**src/rtl/mesh_pkg.sv**
```systemverilog
// Shared mesh-node definitions: packet type encodings, coordinate widths and
// the copy-controller state enumeration.
package mesh_pkg;

  localparam int COORD_W = 3;
  localparam int TGT_W   = 2 * COORD_W;

  localparam logic [1:0] PKT_UNI = 2'b00;
  localparam logic [1:0] PKT_COL = 2'b01;
  localparam logic [1:0] PKT_ROW = 2'b10;
  localparam logic [1:0] PKT_BC  = 2'b11;

  typedef enum logic {
    IDLE = 1'b0,
    SEND = 1'b1
  } fsm_t;

endpackage

```
**src/rtl/mcast_tgt_step.sv**
```systemverilog
// Combinational target stepper: picks the next copy target of an expand
// sequence (skipping the faulty node) and flags whether it is the final copy.
module mcast_tgt_step
  import mesh_pkg::*;
(
  input  logic [1:0]       typ,
  input  logic [TGT_W-1:0] base_tgt,
  input  logic [TGT_W-1:0] cur_tgt,
  input  logic [TGT_W-1:0] pg_node,
  input  logic             first,
  output logic [TGT_W-1:0] nxt_tgt,
  output logic             is_last
);

  // Per-axis 3-bit increments; Y never receives a carry out of itself.
  function automatic logic [TGT_W-1:0] step_f(input logic [1:0] t, input logic [TGT_W-1:0] c);
    logic [COORD_W-1:0] y;
    logic [COORD_W-1:0] x;
    y = c[TGT_W-1 -: COORD_W];
    x = c[COORD_W-1:0];
    case (t)
      PKT_COL: y = y + 3'd1;
      PKT_ROW: x = x + 3'd1;
      PKT_BC: begin
        if (x == 3'b111) begin
          x = 3'd0;
          y = y + 3'd1;
        end else begin
          x = x + 3'd1;
        end
      end
      default: x = x;
    endcase
    return {y, x};
  endfunction

  function automatic logic [TGT_W-1:0] start_f(input logic [1:0] t, input logic [TGT_W-1:0] b);
    logic [TGT_W-1:0] s;
    case (t)
      PKT_COL: s = {3'd0, b[COORD_W-1:0]};
      PKT_ROW: s = {b[TGT_W-1 -: COORD_W], 3'd0};
      PKT_BC:  s = 6'd0;
      default: s = b;
    endcase
    return s;
  endfunction

  function automatic logic is_end_f(input logic [1:0] t, input logic [TGT_W-1:0] c);
    logic e;
    case (t)
      PKT_COL: e = (c[TGT_W-1 -: COORD_W] == 3'b111);
      PKT_ROW: e = (c[COORD_W-1:0] == 3'b111);
      PKT_BC:  e = (c[TGT_W-1 -: COORD_W] == 3'b111) && (c[COORD_W-1:0] == 3'b111);
      default: e = 1'b1;
    endcase
    return e;
  endfunction

  logic [TGT_W-1:0] cand_s;
  logic [TGT_W-1:0] peek_s;

  assign cand_s  = first ? start_f(typ, base_tgt) : step_f(typ, cur_tgt);
  assign nxt_tgt = (cand_s == pg_node) ? step_f(typ, cand_s) : cand_s;
  // A faulty final candidate makes the penultimate copy the last one.
  assign peek_s  = step_f(typ, nxt_tgt);
  assign is_last = is_end_f(typ, nxt_tgt) || (is_end_f(typ, peek_s) && (peek_s == pg_node));

endmodule

```
**src/rtl/mcast_copy_ctrl.sv**
```systemverilog
// Expands one multicast/broadcast packet into a train of unicast copies,
// skipping the faulty node, with pass-through and drop for plain unicasts.
module mcast_copy_ctrl
  import mesh_pkg::*;
#(
  parameter int DATA_W = 32
) (
  input  logic              clk,
  input  logic              rst,
  input  logic              in_vld,
  output logic              in_rdy,
  input  logic [1:0]        in_type,
  input  logic [TGT_W-1:0]  in_tgt,
  input  logic [DATA_W-1:0] in_data,
  input  logic              pg_en,
  input  logic [TGT_W-1:0]  pg_node,
  output logic              out_vld,
  input  logic              out_rdy,
  output logic [1:0]        out_type,
  output logic [TGT_W-1:0]  out_tgt,
  output logic [DATA_W-1:0] out_data,
  output logic              out_last,
  output logic              cpy_mode,
  output logic              drop_pg,
  output logic              busy
);

  fsm_t              state_r, state_nxt_s;
  logic [1:0]        typ_r;
  logic [TGT_W-1:0]  base_r;
  logic [TGT_W-1:0]  pg_r;
  logic [DATA_W-1:0] data_r;
  logic              vld_r, last_r, cpy_r, drop_r;
  logic [1:0]        otype_r;
  logic [TGT_W-1:0]  otgt_r;

  logic              vld_nxt_s, last_nxt_s, drop_nxt_s, accept_s;
  logic [1:0]        otype_nxt_s;
  logic [TGT_W-1:0]  otgt_nxt_s;
  logic              first_s;
  logic [1:0]        step_typ_s;
  logic [TGT_W-1:0]  step_base_s, step_pg_s, step_nxt_s;
  logic              step_last_s;

  assign in_rdy   = (state_r == IDLE) && !rst;
  assign accept_s = in_vld && in_rdy;
  assign first_s  = (state_r == IDLE);

  // In IDLE the stepper sees the live inputs so the first copy is ready at N+1.
  assign step_typ_s  = first_s ? in_type : typ_r;
  assign step_base_s = first_s ? in_tgt  : base_r;
  assign step_pg_s   = first_s ? pg_node : pg_r;

  mcast_tgt_step u_step (
    .typ      (step_typ_s),
    .base_tgt (step_base_s),
    .cur_tgt  (otgt_r),
    .pg_node  (step_pg_s),
    .first    (first_s),
    .nxt_tgt  (step_nxt_s),
    .is_last  (step_last_s)
  );

  // Next-state and next-output selection.
  always_comb begin
    state_nxt_s = state_r;
    vld_nxt_s   = vld_r;
    last_nxt_s  = last_r;
    otype_nxt_s = otype_r;
    otgt_nxt_s  = otgt_r;
    drop_nxt_s  = 1'b0;
    case (state_r)
      IDLE: begin
        vld_nxt_s = 1'b0;
        if (accept_s) begin
          if (!pg_en || ((in_type == PKT_UNI) && (in_tgt != pg_node))) begin
            vld_nxt_s   = 1'b1;
            otgt_nxt_s  = in_tgt;
            otype_nxt_s = in_type;
            last_nxt_s  = 1'b1;
            state_nxt_s = SEND;
          end else if (in_type == PKT_UNI) begin
            drop_nxt_s = 1'b1;
          end else begin
            vld_nxt_s   = 1'b1;
            otgt_nxt_s  = step_nxt_s;
            otype_nxt_s = PKT_UNI;
            last_nxt_s  = step_last_s;
            state_nxt_s = SEND;
          end
        end else begin
          state_nxt_s = IDLE;
        end
      end
      SEND: begin
        if (out_rdy) begin
          if (last_r) begin
            vld_nxt_s   = 1'b0;
            state_nxt_s = IDLE;
          end else begin
            otgt_nxt_s = step_nxt_s;
            last_nxt_s = step_last_s;
          end
        end else begin
          state_nxt_s = SEND;
        end
      end
      default: begin
        vld_nxt_s   = 1'b0;
        state_nxt_s = IDLE;
      end
    endcase
  end

  // State, packet latch and registered outputs.
  always_ff @(posedge clk) begin
    if (rst) begin
      state_r <= IDLE;
      typ_r   <= 2'd0;
      base_r  <= 6'd0;
      pg_r    <= 6'd0;
      data_r  <= '0;
      vld_r   <= 1'b0;
      last_r  <= 1'b0;
      cpy_r   <= 1'b0;
      drop_r  <= 1'b0;
      otype_r <= 2'd0;
      otgt_r  <= 6'd0;
    end else begin
      state_r <= state_nxt_s;
      vld_r   <= vld_nxt_s;
      last_r  <= last_nxt_s;
      cpy_r   <= vld_nxt_s && !last_nxt_s;
      drop_r  <= drop_nxt_s;
      otype_r <= otype_nxt_s;
      otgt_r  <= otgt_nxt_s;
      if (accept_s) begin
        typ_r  <= in_type;
        base_r <= in_tgt;
        pg_r   <= pg_node;
        data_r <= in_data;
      end
    end
  end

  assign out_vld  = vld_r;
  assign out_last = last_r;
  assign cpy_mode = cpy_r;
  assign drop_pg  = drop_r;
  assign out_type = otype_r;
  assign out_tgt  = otgt_r;
  assign out_data = data_r;
  assign busy     = (state_r != IDLE);

endmodule
```
**config.mk**
```make
export PLATFORM = sky130hd
export DESIGN_NAME = mcast_copy_ctrl
export DESIGN_NICKNAME = d
export VERILOG_FILES = /design/src/rtl/mesh_pkg.sv /design/src/rtl/mcast_tgt_step.sv /design/src/rtl/mcast_copy_ctrl.sv
export SDC_FILE = /design/constraint.sdc
export NUM_CORES = 1
export LEC_CHECK = 0
export CAP_MARGIN = 25
export CORE_MARGIN = 3
export CORE_UTILIZATION = 52
export CTS_CLUSTER_SIZE = 12
export DETAILED_ROUTE_END_ITERATION = 6
export PLACE_DENSITY = 0.95
export SYNTH_ARGS = -nofsm -noshare
export SYNTH_HDL_FRONTEND = slang
export SYNTH_SLANG_ARGS = --single-unit
```
**constraint.sdc**
```tcl
create_clock -name clk -period 13.3 [get_ports clk]
set_input_delay 2.66 -clock clk [delete_from_list [all_inputs] [get_ports clk]]
set_output_delay 2.66 -clock clk [all_outputs]
set_load 0.01 [all_outputs]
```
---- After elaboration in Yosys (flattened, before gate mapping) ----
Cells that the tools add are included.
word-level totals
  flip-flop bits (word level) ............. 53
  bits of input ports ..................... 51
  output and inout bits ................... 46
  word-level logic and storage cells ...... 94
operators by class
  add/sub/neg operators ................... 6
  equal/unequal tests ..................... 17
  mux-type cells .......................... 43
  bitwise operators ....................... 2
  reduce and logical (&&, ||, !) cells .... 16
operator list
  kind                                                                    number
  6-bit 2-to-1 mux                                                        8
  3-bit one-hot mux with 2 select lines                                   6
  3-bit by 1-bit adder with 3-bit output (second input constant)          6
  3-bit equality test (second input constant)                             6
  3-bit 2-to-1 mux                                                        6
  6-bit one-hot mux with 3 select lines                                   1
  1-bit 2-to-1 mux                                                        13
  6-bit equality test                                                     2
  6-bit one-hot mux with 2 select lines                                   1
  1-bit logical AND                                                       7
  2-bit 2-to-1 mux                                                        3
  2-bit != test (second input constant)                                   3
  6-bit != test                                                           1
  1-bit one-hot mux with 2 select lines                                   3
  1-bit one-hot mux with 3 select lines                                   2
  2-bit equality test (second input constant)                             2
  4-bit AND reduction                                                     1
  4-bit OR reduction                                                      1
  1-bit zero test                                                         3
  3-bit by 2-bit != test with 1-bit output (second input constant)        1
  3-bit AND reduction                                                     1
  2-bit by 1-bit equality test with 1-bit output (second input constant)  1
  2-bit zero test                                                         1
  1-bit logical OR                                                        2
  other kinds (2)                                                         3

---- Depth between registers and ports, before layout ----
  word-level depth ........................ 22
  gate-level depth with buffers ........... 22
  mapped depth without buffers ............ 22

---- Hierarchy ----
Synthesis repeated with hierarchy kept, for this count alone.
second synthesis, totals
  cells, all modules ...................... 422
  area total of the unflattened synthesis .. 3557.2 um2
modules (own cells, without submodules)
  module           times used  cells an instance  area an instance (um2)  seq. area each (um2)
  mcast_copy_ctrl  1           294                2558.7                  1181.1
  mcast_tgt_step   1           128                998.5                   0.0

---- Worst setup path after synthesis ----
Ideal clock, no wire load.
  kind .................................... input -> register
  start point ............................. in in_type[1]
  end point ............................... reg last_r, in the netlist out_last
  setup time .............................. 0.079 ns
  arrival ................................. 6.176 ns
  required time ........................... 13.221 ns
  path slack .............................. 7.044 ns
  stages .................................. 19
  path buffers ............................ 1
  cell sequence ........................... buf_2 > nor2_1 > o32a_1 > o32a_4 > a211o_2 > nor2_4 > mux2_2 > ha_1 > ha_1 > nand2_1 > and3_1 > a21oi_1 > xnor2_1 > o21ai_0 > a311oi_1 > nand3b_1 > mux2i_1 > o211ai_1 > a211oi_2
between the ends
  longest elaborated chain between the ends .. 20
  elaborated cells on any way between the ends .. 43
  classes of those cells .................. 4 x add/sub; 10 x eq/ne; 22 x mux; 7 x reduce/logical
RTL lines
  element                                                                                         RTL line                                                          text
  start: declaration                                                                              mcast_copy_ctrl.sv:12                                             input logic [1:0] in_type,
  2-bit 2-to-1 mux                                                                                mcast_copy_ctrl.sv:50                                             assign step_typ_s = first_s ? in_type : typ_r;
  2-bit equality test or 2-bit by 1-bit equality test with 1-bit output (tied branches)           mcast_tgt_step.sv:21, mcast_tgt_step.sv:39, mcast_tgt_step.sv:50
  6-bit one-hot mux with 3 select lines or 3-bit one-hot mux with 2 select lines (tied branches)  mcast_tgt_step.sv:39, mcast_tgt_step.sv:21
  6-bit 2-to-1 mux                                                                                mcast_tgt_step.sv:62                                              assign cand_s = first ? start_f(typ, base_tgt) : step_f(typ, cur_tgt);
  3-bit by 1-bit adder with 3-bit output (tied with other cells)                                  mcast_tgt_step.sv:22, mcast_tgt_step.sv:27
  3-bit 2-to-1 mux                                                                                mcast_tgt_step.sv:25                                              if (x == 3'b111) begin
  3-bit one-hot mux with 2 select lines                                                           mcast_tgt_step.sv:21                                              case (t)
  6-bit 2-to-1 mux                                                                                mcast_tgt_step.sv:63                                              assign nxt_tgt = (cand_s == pg_node) ? step_f(typ, cand_s) : cand_s;
  [4 not listed]                                                                                  n/a
  1-bit logical AND                                                                               mcast_tgt_step.sv:53                                              PKT_BC: e = (c[TGT_W-1 -: COORD_W] == 3'b111) && (c[COORD_W-1:0] == 3'b111);
  1-bit one-hot mux with 3 select lines                                                           mcast_tgt_step.sv:50                                              case (t)
  1-bit logical AND                                                                               mcast_tgt_step.sv:66                                              assign is_last = is_end_f(typ, nxt_tgt) || (is_end_f(typ, peek_s) && (peek_s == pg_node));
  1-bit logical OR                                                                                mcast_tgt_step.sv:66
  1-bit 2-to-1 mux                                                                                mcast_copy_ctrl.sv:82                                             end else if (in_type == PKT_UNI) begin
  1-bit 2-to-1 mux                                                                                mcast_copy_ctrl.sv:76                                             if (!pg_en || ((in_type == PKT_UNI) && (in_tgt != pg_node))) begin
  1-bit 2-to-1 mux                                                                                mcast_copy_ctrl.sv:75                                             if (accept_s) begin
  1-bit one-hot mux with 2 select lines (*)                                                       mcast_copy_ctrl.sv:72                                             case (state_r)
  end signal: assignment                                                                          mcast_copy_ctrl.sv:132                                            last_r <= last_nxt_s;
  end: declaration                                                                                mcast_copy_ctrl.sv:33                                             logic vld_r, last_r, cpy_r, drop_r;
Every way passes the cells marked *; elsewhere a longest branch is shown, timed or not.
A chain may end at the register's enable or synchronous reset.

---- Worst setup path after layout ----
  start point ............................. in in_tgt[1]
  end point ............................... reg last_r, in the netlist out_last
between the ends
  longest elaborated chain between the ends .. 18
  elaborated cells on any way between the ends .. 36
  classes of those cells .................. 3 x add/sub; 8 x eq/ne; 19 x mux; 6 x reduce/logical
RTL lines
  element                                                                        RTL line                                                          text
  start: declaration                                                             mcast_copy_ctrl.sv:13                                             input logic [TGT_W-1:0] in_tgt,
  6-bit one-hot mux with 3 select lines                                          mcast_tgt_step.sv:39                                              case (t)
  6-bit 2-to-1 mux                                                               mcast_tgt_step.sv:62
  3-bit by 1-bit adder with 3-bit output or 3-bit equality test (tied branches)  mcast_tgt_step.sv:23, mcast_tgt_step.sv:29, mcast_tgt_step.sv:25
  3-bit 2-to-1 mux                                                               mcast_tgt_step.sv:25
  3-bit one-hot mux with 2 select lines                                          mcast_tgt_step.sv:21
  6-bit 2-to-1 mux                                                               mcast_tgt_step.sv:63
  3-bit by 1-bit adder with 3-bit output (tied with other cells)                 mcast_tgt_step.sv:23, mcast_tgt_step.sv:29
  3-bit 2-to-1 mux                                                               mcast_tgt_step.sv:25
  [2 not listed]                                                                 n/a
  1-bit logical AND                                                              mcast_tgt_step.sv:53
  1-bit one-hot mux with 3 select lines                                          mcast_tgt_step.sv:50
  1-bit logical AND                                                              mcast_tgt_step.sv:66
  1-bit logical OR                                                               mcast_tgt_step.sv:66
  1-bit 2-to-1 mux                                                               mcast_copy_ctrl.sv:82
  1-bit 2-to-1 mux                                                               mcast_copy_ctrl.sv:76
  1-bit 2-to-1 mux                                                               mcast_copy_ctrl.sv:75
  1-bit one-hot mux with 2 select lines (*)                                      mcast_copy_ctrl.sv:72
Marked as above.

==> results.ini <==
[die]
pin_count=97
die-area_um2=7388
dieWidth_um=85.96
initial_core_util_pct=54.85
rows=28
core_area_um2=6061
die_h_um=85.96

[route]
wl_per_cell_um=16.67
routed_wl_um=9453
vias=3289
drc=0
drt-vias-per-instance=5.801
drt_first_pass_iters=5
ant_nets=0
drt_iter0_markers=274

[sta]
rsz0062_at_grt=false
setup_viol=0
fmax_ghz=0.1417
fin_tns_setup_ps=0
max_slew_margin_pct=37.96
final_max_slew_viol_count=0
fin_skew_ps=6.918
fin_crit_ps=7055
post-route-period-util_pct=53.04
timing.hold.ws_ps=479.5
finalHoldViolations=0
tightest_slew_ps=904.8

[setup_path]
reg2reg_depth=21
critPathMaxFanout=5
cp_top_family=compound AO/OA/AOI/OAI gates
crit_end=out_last
cp.required_ps=13530
slowest_stage=clkdlybuf4s50_1
critPathCaptureType=register
reg2reg_slack_ps=8340
r2r_end=out_last
path_buf_inv=1
path_cells=clkdlybuf4s50_1 -> xnor2_1 -> a31oi_1 -> o32a_1 -> o32a_4 -> a211o_2 -> nor2_4 -> mux2_2 -> ha_1 -> ha_1 -> nand2_1 -> and3_1 -> a21oi_1 -> xnor2_1 -> o21ai_0 -> a311oi_1 -> nand3b_1 -> mux2i_1 -> o211ai_1 -> a211oi_2
crit_arrival_ps=7290
path_depth=20
cp-start-kind=input pin
crit_start=in_tgt[1]
max_stage_delay_ps=580
r2r_start=out_tgt[0]
critical_path_class=input pin to register

[yosys]
synth-async-reset-ratio_pct=0
yosysSeqAreaShare_pct=31.92
synth_nets=467
synth_warnings=0
syn_area_um2=3324
synth_seq_cells=53
ys.flop_type=dfxtp_1
synth_edf_count=0
syn_inst=405
syn_area_per_cell_um2=8.208
ys_types=63

[layout]
nets=553
layout_commonest_cell=nand2_1
multiInputGateArea_um2=2130
drive_above_1_share_pct=5.894
fin_cells=567
synthToLayoutAreaGrowth_pct=32.37
mostFrequentLayoutCells=100 x nand2_1, 96 x clkdlybuf4s50_1, 53 x dfxtp_1, 38 x nand3b_1, 21 x nor2_1
n_antenna_cell=0
seq_area_um2=1061
n_fill_cell=440

[clocking]
clkTransAtPathRegs_ps=100
htree_num_levels=2
clock-root-buffer=clkbuf_8
cts_resized=0
cts_sinks=53
post_cts_buffers=0
clk_latency_ps=300
cts_hold_buf=0
cts_inserted_buffers=5
cts_tree=done
clk_path_buf_depth=2

[global_route]
grt_max_degree=52
track_usage_pct=26.29
overflow=0
grt_pass1_wl_um=15730
antenna_found_initial=0
grt_pass1_vias=3293

[placed_design]
port_buffers=96
dpl.cell_count=559
gp_congestion=0.9273
dp_hpwl_um=6962

[outcome]
status=complete, no violations

[worst_hold_path]
hold_path_class=register to register

[flow_run]
cap_violations=0

[pwr]
peakVddDrop_mv=0.07316
p_per_area_nw_per_um2=90.25
power.leakage_uw=0.001823

tightest hold or removal path: cells and delay by family, from the launching register on:
| kind | cells | cell delay, ps |
|---|---|---|
| flip-flops | 1 | 320 |
| AND/OR/NAND/NOR | 2 | 130 |
metal layers:
layer,global-route usage [%],wire (um)
met5,0,0
met4,6.763,148
met3,8.357,926
met2,43.17,4465
met1,33.35,3913
cell families (layout without fill, tap and decap cells):
| family | count (synthesis) | after routing | synth area share [%] |
|---|---|---|---|
| DFF | 53 | 53 | 31.92 |
| AOI/OAI and AO/OA | 68 | 68 | 15.43 |
| adders and majority gates | 11 | 11 | 4.140 |
| and+or+nand+nor | 201 | 201 | 31.35 |
| xor gates and xnor gates | 16 | 16 | 5.420 |
| muxes | 24 | 24 | 7.715 |
| buffers and inverters | 32 | 119 | 4.027 |
Yosys cell counts, types with 5 or more instances:
library cell | n | share of area [%]
o21ai_1 | 6 | 0.90
clkbuf_1 | 14 | 1.6
nor2_1 | 21 | 2.4
a21oi_1 | 12 | 1.8
a31oi_1 | 7 | 1.3
dfxtp_1 | 53 | 32
and3_1 | 5 | 0.94
ha_1 | 11 | 4.1
nand3_1 | 6 | 0.90
nand2_1 | 100 | 11
o21ai_0 | 11 | 1.7
mux2i_1 | 20 | 6.0
xnor2_1 | 9 | 2.4
nand3b_1 | 38 | 8.6
inv_1 | 10 | 1.1
nand2b_1 | 7 | 1.3
stage by stage:
step	instance area (um^2)	setup slack [ps]	utilization (%)	total power (uW)
global route	4400	5908	72.61	417.4
floorplan	3324	7044	-	253.7
detailed placement	4317	6049	71.22	307.6
global placement	4317	6212	71.22	304.6
CTS	4400	6351	72.61	397.1
finish	4400	6245	72.61	397.1
worst min-delay path by stage:
stage	slack [ps]	cells past startpoint	start	endpoint
2_1_floorplan	470	2	pg_r[2]	pg_r[2]
3_3_place_gp	460	2	out_data[22]	out_data[22]
3_5_place_dp	460	2	out_data[1]	out_data[1]
4_1_cts	480	2	out_data[17]	out_data[17]
5_1_grt	490	2	out_data[9]	out_data[9]
6_report	480	2	out_data[1]	out_data[1]
flip-flops by register name, summed over array words and instances (netlist names), 2 cells and up:
register and cells:
pg_r 6, out_data 32, out_type 2, out_tgt 6, typ_r 2
cell type report:
| type | instances | share of cell area (%) |
|---|---|---|
| inverters | 11 | 0.9383 |
| flip-flops and latches | 53 | 24.11 |
| clock inverters | 1 | 0.1706 |
| multi-input cells | 320 | 48.39 |
| repair buffers | 100 | 22.52 |
| well taps | 75 | 2.132 |
| clock buffers | 7 | 1.734 |
report_power, final:
group / switching, uW / total, uW / internal [uW] / leakage (uW)
clock network: 53.8 / 91.2 / 37.4 / 0.0000385
registers: 9.79 / 180 / 171 / 0.000436
logic: 63.7 / 125 / 61.8 / 0.00135
total: 127 / 397 / 270 / 0.00182
Power figures use the tool's default switching activity.
